===== config.mk =====
export PLATFORM = sky130hd
export DESIGN_NAME = muldiv_unit
export DESIGN_NICKNAME = d
export VERILOG_FILES = /design/src/rtl/muldiv_unit_pkg.sv /design/src/rtl/muldiv_unit_sign_fix.sv /design/src/rtl/muldiv_unit.sv
export SDC_FILE = /design/constraint.sdc
export NUM_CORES = 1
export LEC_CHECK = 0
export ABC_AREA = 1
export CAP_MARGIN = 15
export CORE_MARGIN = 2
export CORE_UTILIZATION = 55
export CTS_BUF_LIST = sky130_fd_sc_hd__clkbuf_4 sky130_fd_sc_hd__clkbuf_8 sky130_fd_sc_hd__clkbuf_16
export DETAILED_ROUTE_END_ITERATION = 8
export PLACE_DENSITY_LB_ADDON = 0.12
export SLEW_MARGIN = 20
export SYNTH_ARGS = -nofsm -noshare
export SYNTH_HDL_FRONTEND = slang
export SYNTH_SLANG_ARGS = --single-unit

===== constraint.sdc =====
create_clock -name clk -period 4.6 [get_ports clk]
set_clock_uncertainty 0.2 [all_clocks]
set_input_delay 0.92 -clock clk [delete_from_list [all_inputs] [get_ports clk]]
set_output_delay 0.92 -clock clk [all_outputs]
set_load 0.01 [all_outputs]

===== src/rtl/muldiv_unit_pkg.sv =====
// Shared op codes, MD state encoding and op classification helpers for the
// RV32M multiply/divide unit.
package muldiv_unit_pkg;

  localparam logic [4:0] ALUCTRL_ADD    = 5'h00;
  localparam logic [4:0] ALUCTRL_SUB    = 5'h01;
  localparam logic [4:0] ALUCTRL_AND    = 5'h02;
  localparam logic [4:0] ALUCTRL_OR     = 5'h03;
  localparam logic [4:0] ALUCTRL_XOR    = 5'h04;
  localparam logic [4:0] ALUCTRL_SLL    = 5'h05;
  localparam logic [4:0] ALUCTRL_SRL    = 5'h06;
  localparam logic [4:0] ALUCTRL_SRA    = 5'h07;
  localparam logic [4:0] ALUCTRL_SLT    = 5'h08;
  localparam logic [4:0] ALUCTRL_SLTU   = 5'h09;
  localparam logic [4:0] ALUCTRL_MUL    = 5'h10;
  localparam logic [4:0] ALUCTRL_MULH   = 5'h11;
  localparam logic [4:0] ALUCTRL_MULHSU = 5'h12;
  localparam logic [4:0] ALUCTRL_MULHU  = 5'h13;
  localparam logic [4:0] ALUCTRL_DIV    = 5'h14;
  localparam logic [4:0] ALUCTRL_DIVU   = 5'h15;
  localparam logic [4:0] ALUCTRL_REM    = 5'h16;
  localparam logic [4:0] ALUCTRL_REMU   = 5'h17;

  typedef enum logic [1:0] {
    MD_IDLE = 2'd0,
    MD_BUSY = 2'd1,
    MD_DONE = 2'd2
  } md_state_t;

  function automatic logic is_md_op(input logic [4:0] op);
    return op inside {ALUCTRL_MUL, ALUCTRL_MULH, ALUCTRL_MULHSU, ALUCTRL_MULHU,
                      ALUCTRL_DIV, ALUCTRL_DIVU, ALUCTRL_REM, ALUCTRL_REMU};
  endfunction

  function automatic logic is_div_op(input logic [4:0] op);
    return op inside {ALUCTRL_DIV, ALUCTRL_DIVU, ALUCTRL_REM, ALUCTRL_REMU};
  endfunction

endpackage


===== src/rtl/muldiv_unit_sign_fix.sv =====
// Operand magnitude extraction at issue time and sign correction of the raw
// unsigned product / quotient / remainder at completion time.
module md_sign_fix
  import muldiv_unit_pkg::*;
#(
  parameter int BITS = 32
) (
  input  logic [4:0]        op,
  input  logic [BITS-1:0]   a,
  input  logic [BITS-1:0]   b,
  output logic [BITS-1:0]   a_mag,
  output logic [BITS-1:0]   b_mag,
  output logic              res_neg,
  input  logic [4:0]        fin_op,
  input  logic              fin_neg,
  input  logic [2*BITS-1:0] raw,
  output logic [BITS-1:0]   result
);

  logic              a_signed;
  logic              b_signed;
  logic              a_neg;
  logic              b_neg;
  logic [2*BITS-1:0] prod;
  logic [BITS-1:0]   quot;
  logic [BITS-1:0]   rem;

  always_comb begin
    a_signed = op inside {ALUCTRL_MUL, ALUCTRL_MULH, ALUCTRL_MULHSU, ALUCTRL_DIV, ALUCTRL_REM};
    b_signed = op inside {ALUCTRL_MUL, ALUCTRL_MULH, ALUCTRL_DIV, ALUCTRL_REM};
    a_neg    = a_signed & a[BITS-1];
    b_neg    = b_signed & b[BITS-1];
    a_mag    = a_neg ? -a : a;
    b_mag    = b_neg ? -b : b;
    // Remainder follows the dividend; everything else follows the sign product.
    res_neg  = (op == ALUCTRL_REM) ? a_neg : (a_neg ^ b_neg);
  end

  always_comb begin
    prod   = fin_neg ? -raw : raw;
    quot   = raw[BITS-1:0];
    rem    = raw[2*BITS-1:BITS];
    result = '0;
    case (fin_op)
      ALUCTRL_MUL:                                    result = prod[BITS-1:0];
      ALUCTRL_MULH, ALUCTRL_MULHSU, ALUCTRL_MULHU:    result = prod[2*BITS-1:BITS];
      ALUCTRL_DIV, ALUCTRL_DIVU:                      result = fin_neg ? -quot : quot;
      ALUCTRL_REM, ALUCTRL_REMU:                      result = fin_neg ? -rem : rem;
      default:                                        result = '0;
    endcase
  end

endmodule


===== src/rtl/muldiv_unit.sv =====
// Iterative RV32M multiply/divide unit: radix-2 shift-add multiply and
// restoring divide on magnitudes, one iteration per cycle.
module muldiv_unit
  import muldiv_unit_pkg::*;
#(
  parameter int BITS = 32
) (
  input  logic            clk,
  input  logic            rst_n,
  input  logic            valid_i,
  input  logic            flush_i,
  input  logic [4:0]      ALUCtrl,
  input  logic [BITS-1:0] rs1_i,
  input  logic [BITS-1:0] rs2_i,
  output logic            stall_o,
  output logic            done_o,
  output logic [BITS-1:0] result_o
);

  localparam int CW = $clog2(BITS) + 1;
  localparam logic [CW-1:0] COUNT_INIT = CW'(BITS);

  md_state_t         state_reg, state_next;
  logic [CW-1:0]     counter_reg, counter_next;
  logic [4:0]        op_reg, op_next;
  logic              neg_reg, neg_next;
  logic [2*BITS:0]   acc_reg, acc_next;
  logic [BITS-1:0]   operand_reg, operand_next;
  logic [BITS-1:0]   result_reg, result_next;

  logic [BITS-1:0]   a_mag;
  logic [BITS-1:0]   b_mag;
  logic              res_neg;
  logic [BITS-1:0]   fix_result;

  logic              accept;
  logic              div_zero;
  logic              div_ovf;
  logic [BITS-1:0]   fast_result;
  logic [BITS:0]     mul_sum;
  logic [2*BITS:0]   mul_step;
  logic [BITS:0]     div_hi;
  logic [BITS:0]     div_trial;
  logic [2*BITS:0]   div_step;
  logic [2*BITS:0]   iter;

  md_sign_fix #(.BITS(BITS)) u_sign_fix (
    .op      (ALUCtrl),
    .a       (rs1_i),
    .b       (rs2_i),
    .a_mag   (a_mag),
    .b_mag   (b_mag),
    .res_neg (res_neg),
    .fin_op  (op_reg),
    .fin_neg (neg_reg),
    .raw     (iter[2*BITS-1:0]),
    .result  (fix_result)
  );

  assign accept   = valid_i & is_md_op(ALUCtrl) & ~flush_i;
  assign div_zero = (rs2_i == '0);
  assign div_ovf  = (ALUCtrl == ALUCTRL_DIV || ALUCtrl == ALUCTRL_REM) &&
                    (rs1_i == {1'b1, {(BITS-1){1'b0}}}) && (rs2_i == '1);

  always_comb begin
    fast_result = '0;
    if (div_zero)
      fast_result = (ALUCtrl == ALUCTRL_DIV || ALUCtrl == ALUCTRL_DIVU) ? '1 : rs1_i;
    else if (div_ovf)
      fast_result = (ALUCtrl == ALUCTRL_DIV) ? {1'b1, {(BITS-1){1'b0}}} : '0;
  end

  // Multiply: acc = {carry, hi, multiplier}; add multiplicand into hi on lsb, shift right.
  // Divide:   acc = {partial remainder, dividend/quotient}; shift left, trial subtract.
  always_comb begin
    mul_sum   = acc_reg[2*BITS:BITS] + (acc_reg[0] ? {1'b0, operand_reg} : '0);
    mul_step  = {1'b0, mul_sum, acc_reg[BITS-1:1]};
    div_hi    = acc_reg[2*BITS-1:BITS-1];
    div_trial = div_hi - {1'b0, operand_reg};
    div_step  = (div_hi >= {1'b0, operand_reg}) ?
                {div_trial, acc_reg[BITS-2:0], 1'b1} :
                {acc_reg[2*BITS-1:0], 1'b0};
    iter      = is_div_op(op_reg) ? div_step : mul_step;
  end

  always_comb begin
    state_next   = state_reg;
    counter_next = counter_reg;
    op_next      = op_reg;
    neg_next     = neg_reg;
    acc_next     = acc_reg;
    operand_next = operand_reg;
    result_next  = result_reg;
    stall_o      = 1'b0;
    case (state_reg)
      MD_IDLE: begin
        if (accept) begin
          stall_o      = 1'b1;
          op_next      = ALUCtrl;
          neg_next     = res_neg;
          counter_next = COUNT_INIT;
          if (is_div_op(ALUCtrl) && (div_zero || div_ovf)) begin
            result_next = fast_result;
            state_next  = MD_DONE;
          end else begin
            if (is_div_op(ALUCtrl)) begin
              acc_next     = {{(BITS+1){1'b0}}, a_mag};
              operand_next = b_mag;
            end else begin
              acc_next     = {{(BITS+1){1'b0}}, b_mag};
              operand_next = a_mag;
            end
            state_next = MD_BUSY;
          end
        end
      end
      MD_BUSY: begin
        stall_o = 1'b1;
        if (flush_i) begin
          state_next = MD_IDLE;
        end else begin
          acc_next     = iter;
          counter_next = counter_reg - 1'b1;
          if (counter_reg == {{(CW-1){1'b0}}, 1'b1}) begin
            result_next = fix_result;
            state_next  = MD_DONE;
          end
        end
      end
      MD_DONE: state_next = MD_IDLE;
      default: state_next = MD_IDLE;
    endcase
  end

  always_ff @(posedge clk) begin
    if (!rst_n) begin
      state_reg   <= MD_IDLE;
      counter_reg <= '0;
      op_reg      <= '0;
      neg_reg     <= 1'b0;
      acc_reg     <= '0;
      operand_reg <= '0;
      result_reg  <= '0;
    end else begin
      state_reg   <= state_next;
      counter_reg <= counter_next;
      op_reg      <= op_next;
      neg_reg     <= neg_next;
      acc_reg     <= acc_next;
      operand_reg <= operand_next;
      result_reg  <= result_next;
    end
  end

  assign done_o   = (state_reg == MD_DONE) & ~flush_i;
  assign result_o = done_o ? result_reg : '0;

endmodule


# Yosys cells after proc, flatten, opt, wreduce, memory -nomap -nowiden
# Index checks and enable logic that the tools add are counted.
word_totals:
  regBits: 143
  wordCells: 110
  out_inout_bits: 34
classes:
  n_eq_ne: 27
  reduce_logical: 23
  muxes: 36
  bitwise_logic: 8
  addsub: 8
  order_cmp: 1
op_table:
  columns: ["operator", "count"]
  rows:
  - ["32-bit 2-to-1 mux", 16]
  - ["65-bit 2-to-1 mux", 5]
  - ["65-bit one-hot mux with 2 select lines", 1]
  - ["32-bit negator", 4]
  - ["32-bit one-hot mux with 4 select lines", 1]
  - ["5-bit == test, second input constant", 16]
  - ["32-bit == test, second input constant", 2]
  - ["64-bit 2-to-1 mux", 1]
  - ["64-bit negator", 1]
  - ["32-bit one-hot mux with 2 select lines", 1]
  - ["33-bit by 32-bit adder with 33-bit output", 1]
  - ["33-bit by 32-bit >= comparator with 1-bit output", 1]
  - ["33-bit by 32-bit subtractor with 33-bit output", 1]
  - ["32-bit zero test", 1]
  - ["6-bit 2-to-1 mux", 2]
  - ["6-bit one-hot mux with 2 select lines", 1]
  - ["4-bit nonzero test", 3]
  - ["2-bit != test, second input constant", 5]
  - ["2-bit 2-to-1 mux", 4]
  - ["8-bit nonzero test", 1]
  - ["6-bit by 1-bit == test with 1-bit output, second input constant", 1]
  - ["3-bit AND reduction", 2]
  - ["6-bit by 1-bit subtractor with 6-bit output, second input constant", 1]
  - ["1-bit bitwise AND", 5]
  - ["18 further kinds", 26]

# Logic depth before layout (Yosys ltp)
depth:
  depth_word: 9
  mapped_depth: 30

# Modules after synthesis
# A second synthesis with hierarchy kept.
unflattened:
  hier_cells: 3574
  area_unflattened_um2: 18849.3
by_module_without_submodules:
  columns: ["mod", "seq_area_each_um2", "area_per_inst_um2", "cells_per_inst", "n_inst"]
  rows:
  - ["muldiv_unit", 2862.7, 13312.8, 2364, 1]
  - ["md_sign_fix", 0.0, 5536.6, 1210, 1]

# Worst setup path before layout
# No wires, ideal clock.
synth_path:
  path_type: "reg-to-reg"
  start: "register operand_reg[8]"
  end: "register result_reg[22]"
  arrival_ns: 3.191
  stages_incl_launch_ff: 29
  setup_time_ns: 0.122
  setup_slack_ns: 1.088
  cell_sequence: "dfxtp_1 -> inv_1 -> ha_1 -> nand2_2 -> inv_2 -> nand2_1 -> nand2_2 -> inv_2 -> nand3_2 -> nand2_2 -> nand2_2 -> nand2_4 -> nand3_1 -> o21ai_2 -> ha_1 -> nand2_1 -> nor3_2 -> nand2_1 -> nor2_2 -> nand2_2 -> nor2_2 -> nand2_1 -> nand3b_1 -> o21ai_2 -> nand3_1 -> nand3_1 -> nand3_1 -> nand2_1 -> a21oi_2"
synth_between:
  elab_chain_len: 9
  word_cells_on_any_way: 16
  classes_between: "add/sub: 5; order compare: 1; mux: 10"
synth_lines:
  columns: ["element", "line", "source"]
  rows:
  - ["start: declaration", "muldiv_unit.sv:28", "logic [BITS-1:0] operand_reg, operand_next;"]
  - ["start signal: assignment", "muldiv_unit.sv:150", "operand_reg <= operand_next;"]
  - ["32-bit 2-to-1 mux (tied with other cells)", "muldiv_unit.sv:76", "mul_sum = acc_reg[2*BITS:BITS] + (acc_reg[0] ? {1'b0, operand_reg} : '0);"]
  - ["33-bit by 32-bit adder with 33-bit output / 65-bit 2-to-1 mux (equally long branches)", "muldiv_unit.sv:76, muldiv_unit.sv:80", null]
  - ["65-bit 2-to-1 mux (*)", "muldiv_unit.sv:83", "iter = is_div_op(op_reg) ? div_step : mul_step;"]
  - ["64-bit negator (tied with other cells)", "muldiv_unit_sign_fix.sv:40", "prod = fin_neg ? -raw : raw;"]
  - ["64-bit 2-to-1 mux (tied with other cells)", "muldiv_unit_sign_fix.sv:40", null]
  - ["32-bit one-hot mux with 4 select lines (*)", "muldiv_unit_sign_fix.sv:44", "case (fin_op)"]
  - ["32-bit 2-to-1 mux (*)", "muldiv_unit.sv:124", "if (counter_reg == {{(CW-1){1'b0}}, 1'b1}) begin"]
  - ["32-bit 2-to-1 mux (*)", "muldiv_unit.sv:119", "if (flush_i) begin"]
  - ["32-bit one-hot mux with 2 select lines (*)", "muldiv_unit.sv:95", "case (state_reg)"]
  - ["end signal: assignment", "muldiv_unit.sv:151", "result_reg <= result_next;"]
  - ["end: declaration", "muldiv_unit.sv:29", "logic [BITS-1:0] result_reg, result_next;"]
# Mark *: on every way between the ends. The rest lies on a longest branch, timed or not. The select of a mux whose other input is x is not followed.
# A chain may end at the register's enable or synchronous reset.

# Worst setup path in the final report
layout_path:
  start: "register operand_reg[30]"
  end: "register result_reg[3]"
layout_between:
  elab_chain_len: 9
  word_cells_on_any_way: 13
  classes_between: "add/sub: 3; order compare: 1; mux: 9"
layout_lines:
  columns: ["element", "line", "source"]
  rows:
  - ["33-bit by 32-bit >= comparator with 1-bit output (*)", "muldiv_unit.sv:80", "div_step = (div_hi >= {1'b0, operand_reg}) ?"]
  - ["65-bit 2-to-1 mux (*)", "muldiv_unit.sv:80", null]
  - ["65-bit 2-to-1 mux (*)", "muldiv_unit.sv:83", null]
  - ["64-bit negator (tied with other cells)", "muldiv_unit_sign_fix.sv:40", null]
  - ["64-bit 2-to-1 mux (tied with other cells)", "muldiv_unit_sign_fix.sv:40", null]
  - ["32-bit one-hot mux with 4 select lines (*)", "muldiv_unit_sign_fix.sv:44", null]
  - ["32-bit 2-to-1 mux (*)", "muldiv_unit.sv:124", null]
  - ["32-bit 2-to-1 mux (*)", "muldiv_unit.sv:119", null]
  - ["32-bit one-hot mux with 2 select lines (*)", "muldiv_unit.sv:95", null]
# Marks and branches as above.

==> results.tsv <==
stage	metric	value	unit
run_status	outcome	finished clean	
clock_network	clk sinks	143	
floorplan	core area	32500	µm²
route	Post-Route M1 WL	29300	µm
place	post-DP HPWL	65000	µm
pwr	VDD IR max	0.200	mV
global_route	first-pass GRT wire length	125000	µm
floorplan	I/O pins	107	
synthesis	Unique masters post-synth	56	
worst_hold_path	Hold Path End	operand_reg[10]	
synthesis	Mapped Area	18100	µm²
route	DRC errors left	0	
critical_path	r2r startpoint	operand_reg[30]	
route	Via Count	23238	
synthesis	post-synth net total	3455	
critical_path	worst r2r dst	result_reg[3]	
sta	Worst Hold Margin	277	ps
sta	final critical-path required period	4410	ps
clock_network	post-CTS setup buffer count	0	
job	Max Cap Viol	0	
worst_hold_path	min-delay worst type	flop to flop	
critical_path	CP most frequent cell	nand2_1	
sta	Peak Freq	227	MHz
clock_network	Max clock buf depth	2	
critical_path	reg-to-reg setup timing slack	190	ps
critical_path	worst-path cell chain	inv_1 > ha_1 > nand2_1 > nor3_2 > nand2_1 > a21oi_2 > nor2_4 > buf_4 > nand2_8 > nand2_1 > nand3_1 > nand2_1 > nand2_1 > nor2_1 > nand2_1 > nand2_1 > o21ai_0 > o21ai_0 > o21ai_0 > a21oi_1	
synthesis	Post-Syn Area per Cell	5.47	µm²
synthesis	number of flops mapped to enable cells by yosys	0	
pwr	P_leak	10.5	nW
sta	endpoints failing setup	0	
critical_path	worst r2r path cells	20	
route	DR top layer	met5	
synthesis	dominant cells by area after synthesis	nand2_1 21%, dfxtp_1 16%, inv_1 10%, nand3_1 7.2%, nor2_1 6.9%	
floorplan	Die ar.	34400	µm²
cells_and_area	Area Overhead vs Synth	13.3	%
global_route	Tot GR Track Use	48.4	%
floorplan	chip width	185	µm
critical_path	Worst path slowest cell	o21ai_0	
worst_hold_path	hold path cells	2	
route	drt wl/cell	21.7	µm
cells_and_area	ANT cells	0	
route	1st-iter DRT viols	3339	
clock_network	TritonCTS buffer count	17	
critical_path	CP Class	flop to flop	
cells_and_area	layout cell share with drive strength beyond 1	7.98	%
clock_network	Clock transition at path regs	60	ps
global_route	vias in the first global route	21661	
global_route	GR Overflow Total	0	
sta	RSZ-0062 raised after global routing	false	
route	met2 wire len	35500	µm
global_route	largest net degree at the start of global routing	90	
clock_network	clk root buf	clkbuf_16	
synthesis	most numerous cell in the Yosys netlist	nand2_1	
critical_path	Setup crit end kind	flop	
critical_path	critical path launch point type	flop	
synthesis	post-synthesis register bit count	143	
sta	Hold Vio Cnt, Final	0	
global_route	initial antenna violation count	1	
synthesis	Synth Instances	3309	
clock_network	post-cts sizing count	0	
synthesis	Seq/Total Area, Yosys	15.8	%
floorplan	Rows	66	
route	first drt pass iteration count	8	
clock_network	CTS tree	yes	
critical_path	Critical Path AT	4520	ps
place	PortBufs	106	
clock_network	worst-skew pair later-pin latency	450	ps
cells_and_area	Final #Nets	3541	
floorplan	Initial Util	55.8	%
route	ANT nets after route	0	
synthesis	Synth Flop Type	dfxtp_1	
critical_path	maximum fanout along the worst path	24	
cells_and_area	max FFs per register	65	
synthesis	Synth top cells by count	1,010 x nand2_1, 485 x inv_1, 331 x nor2_1, 260 x nand3_1, 210 x a21oi_1	
floorplan	Die Height	185	µm
synthesis	area share of the largest cell type after synthesis	21.0	%
sta	Worst Tran Pin Value	934	ps
synthesis	asr flop ratio synth	0	%
cells_and_area	fin util	63.2	%
sta	setup_tns	0	ps
place	Final Wtd Congestion	1.12	
route	WL met3	9890	µm
clock_network	H-Tree Depth	4	
synthesis	post-synth top area cell	nand2_1	
worst_hold_path	Hold Crit Start	operand_reg[10]	
sta	crit share post-route	95.9	%
sta	Rel. slew slack	37.7	%
clock_network	Hold Buf Count CTS	0	
synthesis	Synth warnings	0	
critical_path	WP data required	4710	ps
pwr	pwr/cell area	202	nW/µm²
critical_path	CP max stage delay	490	ps
pwr	post-route total power	4.15	mW
route	Routed WL	83400	µm
sta	Slew Limit Fails	0	
route	vias per cell	6.04	
routing by layer:
| metal | up-vias | global-route usage [%] |
|---|---|---|
| met4 | 2 | 42.3 |
| met5 | - | 0 |
| li1 | 10760 | - |
| met2 | 1647 | 75.5 |
| met3 | 427 | 10.8 |
| met1 | 10402 | 55.9 |
placed cells by master, fill, tap and decap left out, types with 20 or more instances in the layout:
cell / instances
nand3_1: 259
nand2_1: 1008
nand3_2: 20
o211ai_1: 28
nor2_2: 25
xor2_1: 69
nor2_1: 327
buf_4: 71
nand4_1: 57
ha_1: 71
a31oi_1: 30
o21ai_0: 156
nor3_1: 39
inv_1: 484
nand2_2: 29
a21oi_1: 210
xnor2_1: 25
clkdlybuf4s50_1: 106
dfxtp_1: 139
o21ai_1: 32
worst max path at each step:
stage                    start  cells after the start  slack [ps]             end
6_report       operand_reg[30]                     20         190   result_reg[3]
5_1_grt            acc_reg[33]                     28           4  result_reg[30]
4_1_cts                flush_i                      5         340    result_o[31]
3_5_place_dp          rs2_i[0]                     18         270  result_reg[12]
3_3_place_gp          rs1_i[1]                     20         420     acc_reg[30]
2_1_floorplan   operand_reg[8]                     28        1090  result_reg[22]
power breakdown:
part           switching, mW  internal (mW)
Sequential            0.0221           1.26
Clock                  0.666          0.937
Combinational          0.887          0.373
area by class of cell:
class / count / area (µm²)
Tap cell: 442 / 553
Fill cell: 3226 / 12000
Inverter: 509 / 1920
Sequential cell: 143 / 2870
Timing Repair Buffer: 183 / 1710
Clock buffer: 18 / 439
Clock inverter: 14 / 204
Multi-Input combinational cell: 2541 / 12800
cells by family after synthesis:
group,synth area share (%)
AO/OA/AOI/OAI,16.4
flip-flops,15.8
buffers and inverters,13.5
adder cells (fa/ha/maj),5.13
XOR/XNOR,4.55
AND/OR/NAND/NOR,44.6
per-stage QoR:
stage	setup WS, ps	instances	area [µm²]
6_report	187	3850	20500
5_1_grt	3.92	3850	20500
4_1_cts	343	3850	20500
3_5_place_dp	271	3818	19800
3_3_place_gp	424	3818	19800
2_1_floorplan	1090	3309	18100
critical path: cells and delay by family (launching register included):
family	cells	cell delay (ps)
AO/OA/AOI/OAI	5	1300
adder cells (fa/ha/maj)	1	390
buffers and inverters	2	330
flip-flops	1	420
AND/OR/NAND/NOR	12	1640
Power figures use the tool's default switching activity.
